[config.mk]
export PLATFORM = sky130hd
export DESIGN_NAME = bzmusic_dp
export DESIGN_NICKNAME = d
export VERILOG_FILES = /design/src/rtl/bzmusic_dp.sv
export SDC_FILE = /design/constraint.sdc
export NUM_CORES = 1
export LEC_CHECK = 0
export CAP_MARGIN = 30
export CORE_AREA = 4 4 123 125
export DETAILED_ROUTE_END_ITERATION = 8
export DIE_AREA = 0 0 127 129
export SLEW_MARGIN = 5
export SYNTH_ARGS = -nofsm -noshare
export SYNTH_HDL_FRONTEND = slang
export SYNTH_SLANG_ARGS = --single-unit
[constraint.sdc]
create_clock -name clk -period 10 [get_ports clk]
set_input_delay 1.5 -clock clk [delete_from_list [all_inputs] [get_ports clk]]
set_output_delay 1.5 -clock clk [all_outputs]
set_load 0.02 [all_outputs]
[src/rtl/bzmusic_dp.sv]
// Buzzer music player datapath: score address counter, tune/beat registers,
// square-wave tone generator and beat-duration timer, sequenced by an external controller.
module bzmusic_dp #(
  parameter int AW        = 8,
  parameter int MUSIC_LEN = 64,
  parameter int BEAT_UNIT = 12500
) (
  input  logic          clk,
  input  logic          rstn,
  input  logic          addr_en,
  input  logic          addr_rstn,
  input  logic          tune_en,
  input  logic          tune_rstn,
  input  logic          beat_en,
  input  logic          beat_rstn,
  input  logic          tune_pwm_en,
  input  logic          tune_pwm_rstn,
  input  logic          beat_cnt_en,
  input  logic          beat_cnt_rstn,
  output logic [AW-1:0] mem_addr,
  input  logic [15:0]   mem_rdata,
  output logic          tune_or_beat,
  output logic          music_finish,
  output logic          beat_finish,
  output logic          buzzer
);

  localparam int            PW       = (BEAT_UNIT > 1) ? $clog2(BEAT_UNIT) : 1;
  localparam logic [AW-1:0] LAST_ADR = AW'(MUSIC_LEN - 1);
  localparam logic [PW-1:0] PRE_MAX  = PW'(BEAT_UNIT - 1);

  logic [AW-1:0] r_addr;
  logic [14:0]   r_tune;
  logic [14:0]   r_beat;
  logic [14:0]   r_tone_cnt;
  logic          r_buzzer;
  logic [PW-1:0] r_presc;
  logic [14:0]   r_units;
  logic          w_beat_finish;
  logic          w_tone_wrap;

  // Cleared address is all-ones so the first increment selects word 0.
  always_ff @(posedge clk or negedge rstn) begin
    if (!rstn) begin
      r_addr <= '1;
    end else if (!addr_rstn) begin
      r_addr <= '1;
    end else if (addr_en) begin
      r_addr <= r_addr + {{(AW-1){1'b0}}, 1'b1};
    end else begin
      r_addr <= r_addr;
    end
  end

  always_ff @(posedge clk or negedge rstn) begin
    if (!rstn) begin
      r_tune <= 15'd0;
      r_beat <= 15'd0;
    end else begin
      if (!tune_rstn)   r_tune <= 15'd0;
      else if (tune_en) r_tune <= mem_rdata[14:0];
      else              r_tune <= r_tune;
      if (!beat_rstn)   r_beat <= 15'd0;
      else if (beat_en) r_beat <= mem_rdata[14:0];
      else              r_beat <= r_beat;
    end
  end

  // >= rather than == so a shorter tune loaded mid-phase still wraps.
  assign w_tone_wrap = (r_tone_cnt >= (r_tune - 15'd1));

  always_ff @(posedge clk or negedge rstn) begin
    if (!rstn) begin
      r_tone_cnt <= 15'd0;
      r_buzzer   <= 1'b0;
    end else if (!tune_pwm_rstn) begin
      r_tone_cnt <= 15'd0;
      r_buzzer   <= 1'b0;
    end else if (!tune_pwm_en) begin
      r_tone_cnt <= r_tone_cnt;
      r_buzzer   <= r_buzzer;
    end else if (r_tune == 15'd0) begin
      r_tone_cnt <= 15'd0;
      r_buzzer   <= 1'b0;
    end else if (w_tone_wrap) begin
      r_tone_cnt <= 15'd0;
      r_buzzer   <= ~r_buzzer;
    end else begin
      r_tone_cnt <= r_tone_cnt + 15'd1;
      r_buzzer   <= r_buzzer;
    end
  end

  assign w_beat_finish = beat_cnt_en & (r_units == r_beat);

  // Timer saturates once the note duration is reached until cleared.
  always_ff @(posedge clk or negedge rstn) begin
    if (!rstn) begin
      r_presc <= '0;
      r_units <= 15'd0;
    end else if (!beat_cnt_rstn) begin
      r_presc <= '0;
      r_units <= 15'd0;
    end else if (!beat_cnt_en || w_beat_finish) begin
      r_presc <= r_presc;
      r_units <= r_units;
    end else if (r_presc == PRE_MAX) begin
      r_presc <= '0;
      r_units <= r_units + 15'd1;
    end else begin
      r_presc <= r_presc + {{(PW-1){1'b0}}, 1'b1};
      r_units <= r_units;
    end
  end

  assign mem_addr     = r_addr;
  assign tune_or_beat = mem_rdata[15];
  assign music_finish = (r_addr == LAST_ADR);
  assign beat_finish  = w_beat_finish;
  assign buzzer       = r_buzzer;

endmodule
==> metrics.yaml, run 1 <==
outcome: "complete, no violations"
rr_startpoint: "r_tune[0]$_DFFE_PN0P_"
ctsLongestPathBuffers: 2
gr-total-overflow: 0
cts_resized: 0
finalCritPeriodShare_pct: 42.1
drt_iter0_markers: 235
cts-root-buf: "clkbuf_16"
r2r-end: "buzzer$_DFFE_PN0P_"
cts_tree: "done"
drive_gt1_share_pct: 6.98
slew_violations: 0
worstPathArrival_ns: 2.71
leakagePower_uw: 0.00245
fin_worst_skew_ns: 0.00959
grt_max_degree: 50
cts_setup_buffers: 0
clk_pin_slew_ns: 0.06
dpl.hpwl_um: 7750
worst_slew_pin_slew_ns: 0.897
synthFlopType: "dfrtp_1"
grt_pass1_vias: 3649
seq_area_frac_synth_pct: 43.3
coreArea_um2: 13900
syn_avg_cell_area_um2: 9.76
switching_share_pct: 27.0
synth-edff-count: 0
drc_errors: 0
area_delta_synth_final_pct: 17.6
ys_seq_elements: 83
async_reset_ff_share_pct: 100
drt_wl_total_um: 10300
ys_types: 47
timing_worst_setup_path_type: "input pin to output pin"
cts_buffers: 9
die_w_um: 127
slew_headroom_pct: 40.0
die_y_um: 129
nFillCells: 1383
gp_congestion: 0.799
setup_viol: 0
total_power_uw: 838
hold_end: "r_presc[13]$_DFFE_PN0P_"
final_common_cell: "dfrtp_1"
start_util_pct: 34.7
required_ns: 8.50
wl_per_cell_um: 14.6
syn_area_um2: 4820
hold_depth: 1
reg2reg_slack_ns: 6.16
area.sequential_um2: 2090
p_comb_share_pct: 15.9
ir_drop_uv: 111
path_max_fanout: 3
num_antenna_cells: 0
critPathLaunchType: "input pin"
cp-end-kind: "output pin"
finalHoldViolCount: 0
htreeDepth: 3
intPower_uw: 611
min_path_type: "flip-flop to flip-flop"
rsz0062_at_grt: "false"
multi_input_area_um2: 2630
hp-start: "r_presc[13]$_DFFE_PN0P_"
synth_nets: 542
yosys_warnings: 0
clkLatencyLatePin_ns: 0.35
layout_common_cells: "75 x dfrtp_1, 40 x nand2_1, 36 x clkdlybuf4s50_1"
rows: 43
cellPowerDensity_nw_per_um2: 148
r2r_cells: 13
grt_usage_pct: 13.5
p_clk_share_pct: 39.6
dieArea_um2: 16400
vias_per_cell: 5.08
io_pins: 40
cap_viol_max_count: 0
numClockSinks: 83
ant_nets: 0
antenna_found_initial: 0
cts_hold_buf: 0
dr_total_vias: 3605
grt_pass1_wl_um: 17800
p_switching_uw: 227
firstDrtPassIters: 4
max_freq_mhz: 238
p_seq_share_pct: 44.4
portBuffers: 37
syn_inst: 494
period_needed_ns: 4.21
nNetsFinal: 573
whs_ns: 0.483
setup_tns_ns: 0
==> layer usage <==
metal | GRT usage, % | part of all wire (%) | vias to the layer above
li1 | - | - | 1810
met1 | 16.7 | 45 | 1741
met2 | 23.1 | 50 | 47
met3 | 4.15 | 4.5 | 7
met4 | 3.47 | 0.86 | 0
met5 | 0 | 0 | -
==> cell families (layout without fill, tap and decap cells) <==
| group | Yosys count | after routing | synth area share [%] |
|---|---|---|---|
| muxes | 33 | 33 | 6.85 |
| xor gates and xnor gates | 52 | 52 | 9.45 |
| AOI/OAI and AO/OA | 69 | 69 | 9.03 |
| DFF | 83 | 83 | 43.3 |
| and+or+nand+nor | 211 | 211 | 24.0 |
| adders and majority gates | 20 | 20 | 5.19 |
| buffers and inverters | 26 | 62 | 2.23 |
==> metrics by stage <==
stage                     instances  setup WS, ns  area [um^2]  utilization (%)
final                           710          5.79         5670             40.9
after global placement          693          5.79         5350             38.6
after floorplan                 494          6.72         4820                -
after detailed placement        694          5.80         5380             38.8
after CTS                       710          5.79         5670             40.9
after global routing            710          5.73         5670             40.9
==> synth_stat cells (2+ instances only) <==
cell | instances | area [um^2]
dfrtp_1 | 75 | 1880
nand2_1 | 40 | 150
mux2i_1 | 33 | 330
nor2b_1 | 32 | 200
o21ai_0 | 32 | 160
nor2_1 | 31 | 116
xnor2_1 | 31 | 272
nand3_1 | 23 | 115
xor2_1 | 21 | 184
ha_1 | 20 | 250
nand4_1 | 17 | 106
clkbuf_1 | 15 | 56.3
and2_1 | 13 | 81.3
a21oi_1 | 11 | 55.1
nor3_1 | 10 | 50.1
dfstp_2 | 8 | 210
nand2b_1 | 8 | 50.1
and3_1 | 6 | 37.5
inv_1 | 6 | 22.5
o31ai_1 | 6 | 45.0
a21boi_0 | 5 | 37.5
nor4_1 | 5 | 31.3
or3_1 | 5 | 31.3
nor4b_1 | 4 | 35.0
a211oi_1 | 3 | 22.5
a31oi_1 | 3 | 18.8
nor3b_1 | 3 | 22.5
or4_1 | 3 | 22.5
a21o_1 | 2 | 15.0
buf_2 | 2 | 10.0
buf_4 | 2 | 15.0
nor4_2 | 2 | 25.0
or2_2 | 2 | 12.5
or4b_1 | 2 | 20.0
==> critical path, stage by stage <==
cell	delay, ns
clkdlybuf4s50_1	0.48
and2_1	0.13
clkdlybuf4s50_1	0.60
==> power groups by stage <==
| stage | Combinational, uW | Clock [uW] | Sequential [uW] |
|---|---|---|---|
| after floorplan | 79.8 | 0 | 382 |
| after global routing | 150 | 360 | 375 |
| after global placement | 131 | 0 | 377 |
| after CTS | 136 | 345 | 372 |
| after detailed placement | 136 | 0 | 378 |
| final | 133 | 332 | 372 |
==> sequential cells by signal (all words and copies together) (netlist names) <==
name and count:
r_tune 15, mem_addr 8, r_tone_cnt 15, r_presc 14, r_units 15, r_beat 15, buzzer 1
==> final cells by class <==
type	count	area share (%)
Sequential cell	83	36.8
Inverter	6	0.397
Multi-Input combinational cell	385	46.4
Clock inverter	7	1.17
Clock buffer	9	3.97
Tap cell	180	3.97
Timing Repair Buffer	40	7.24
==> worst max-delay path by stage <==
stage | startpoint | cells past startpoint | endpoint
5_1_grt | beat_cnt_en | 3 | beat_finish
2_1_floorplan | r_tune[0]$_DFFE_PN0P_ | 15 | r_tone_cnt[10]$_DFFE_PN0P_
6_report | beat_cnt_en | 3 | beat_finish
3_5_place_dp | beat_cnt_en | 3 | beat_finish
3_3_place_gp | beat_cnt_en | 3 | beat_finish
4_1_cts | beat_cnt_en | 3 | beat_finish
(Power assumes the default switching activity.)
==> inputs of run 2 (changes only) <==
==> constraint.sdc (replaced) <==
create_clock -name clk -period 4.2 [get_ports clk]
set_input_delay 0.63 -clock clk [delete_from_list [all_inputs] [get_ports clk]]
set_output_delay 0.63 -clock clk [all_outputs]
set_load 0.02 [all_outputs]
==> run 2 against run 1 <==
Against the previous run: clock skew grew 0.0016 ns; core utilization shrank 0.32 points; routed wire length grew 1.5%; power grew 130%; register-to-register slack lost 5.7 ns; critical path depth grew 10; sequential share of layout area grew 0.29 points; count of clock-buffer cells in the layout grew 5; die area is the same; final cell count is the same; cell area shrank 0.79%; via count shrank 0.28%; largest cell class unchanged; highest routed layer unchanged.
==> metrics.yaml, run 2 (same netlist as run 1, synthesis figures left out) <==
outcome: "complete, no violations"
cts_resized: 0
dp.cells: 694
dieArea_um2: 16400
finalHoldViolCount: 0
htreeDepth: 3
wl_per_cell_um: 14.8
ir_drop_uv: 212
fin_cells: 710
cellPowerDensity_nw_per_um2: 343
numClockSinks: 83
grt_usage_pct: 13.5
cp_slowest_stage_delay_ns: 0.52
clkLatencyLatePin_ns: 0.34
path_max_fanout: 11
cts_hold_buf: 0
portBuffers: 37
slew_headroom_pct: 41.3
critPathLaunchType: "flip-flop"
reg2reg_slack_ns: 0.41
dr_total_vias: 3595
fin_worst_skew_ns: 0.0112
finalCoreUtilization_pct: 40.5
gr-total-overflow: 0
slew_violations: 0
ctsLongestPathBuffers: 2
timing_worst_setup_path_type: "flip-flop to flip-flop"
clk_pin_slew_ns: 0.06
worstPathArrival_ns: 3.98
path_cells: "inv_1, ha_1, or4b_1, or4_1, nor3_1, xnor2_1, ha_1, nand4_1, nor3_1, a21oi_1, and3_1, a21oi_2, mux2i_1"
rows: 43
io_pins: 40
coreArea_um2: 13900
die_y_um: 129
whs_ns: 0.352
grt_pass1_wl_um: 18000
dpl.hpwl_um: 7870
drt_iter0_markers: 193
crit_path_top_delay_cell: "or4_1"
nNetsFinal: 573
finalCritPeriodShare_pct: 90.2
cts_tree: "done"
vias_per_cell: 5.06
num_antenna_cells: 0
grt_max_degree: 59
period_needed_ns: 3.79
cap_viol_max_count: 0
max_freq_mhz: 264
total_power_uw: 1930
cts_buffers: 9
drt_wl_total_um: 10500
final_common_cell: "dfrtp_1"
gp_congestion: 0.841
drc_errors: 0
leakagePower_uw: 0.00242
worst_slew_pin_slew_ns: 0.878
setup_viol: 0
cp-end-kind: "flip-flop"
cts_setup_buffers: 0
cts-root-buf: "clkbuf_16"
grt_pass1_vias: 3638
min_path_type: "input pin to async pin"
antenna_found_initial: 0
start_util_pct: 34.7
rsz0062_at_grt: "false"
ant_nets: 0
die_w_um: 127
area_delta_synth_final_pct: 16.7
layout_common_cells: "75 x dfrtp_1, 40 x nand2_1, 36 x clkdlybuf4s50_1"
drive_gt1_share_pct: 6.23
setup_tns_ns: 0
required_ns: 4.40
firstDrtPassIters: 4
-- run 2: cell count changes in the layout (fill, tap and decap cells not counted), sizes merged --
cell    before  now
clkbuf       9   14
inv          7    6
bufinv       1    0
clkinv       4    1
-- run 2: critical path, delay by kind of cell, from the launching register on --
| kind | cells | cell delay (ns) |
|---|---|---|
| fa+ha+maj | 2 | 0.52 |
| compound gates | 2 | 0.56 |
| mux | 1 | 0.14 |
| simple gates | 6 | 1.85 |
| xor+xnor | 1 | 0.10 |
| flops | 1 | 0.39 |
| buf+inv | 1 | 0.08 |
-- run 2: per-layer routing --
layer | global-route usage, % | vias up | part of all wire (%) | wire length [um]
met5 | 0 | - | 0 | 0
met4 | 3.47 | 0 | 1.0 | 107
met3 | 3.49 | 8 | 2.8 | 296
met2 | 22.6 | 40 | 50 | 5290
met1 | 17.6 | 1742 | 46 | 4800
li1 | - | 1805 | - | -
-- run 2: metrics by stage --
| step | area [um^2] | setup WS, ns |
|---|---|---|
| after floorplan | 4820 | 0.922 |
| after global placement | 5360 | 0.535 |
| after detailed placement | 5360 | 0.444 |
| after CTS | 5630 | 0.426 |
| after global routing | 5630 | 0.116 |
| final | 5630 | 0.413 |
-- run 2: final timing paths --
kind | start | end | cells after the start
setup / recovery | r_tune[0]$_DFFE_PN0P_ | buzzer$_DFFE_PN0P_ | 13
min in group clk | buzzer$_DFFE_PN0P_ | buzzer$_DFFE_PN0P_ | 1
max in group asynchronous | rstn | r_beat[2]$_DFFE_PN0P_ | 2
hold reg to reg | buzzer$_DFFE_PN0P_ | buzzer$_DFFE_PN0P_ | 1
hold / removal | rstn | r_tone_cnt[1]$_DFFE_PN0P_ | 1
setup reg to reg | r_tune[0]$_DFFE_PN0P_ | buzzer$_DFFE_PN0P_ | 13
-- run 2: report_power, final --
group | internal, uW | total (uW) | switching, uW
combinational | 148 | 316 | 167
sequential | 847 | 887 | 40.2
clock | 417 | 730 | 313
-- run 2: area by class of cell --
type                    count  area (um^2)
fillers                  1366         8260
flip-flops and latches     83         2090
clock inverters             2         12.5
multi-input cells         385         2630
repair buffers             40          390
clock buffers              14          254
inverters                   6         22.5
well taps                 180          225
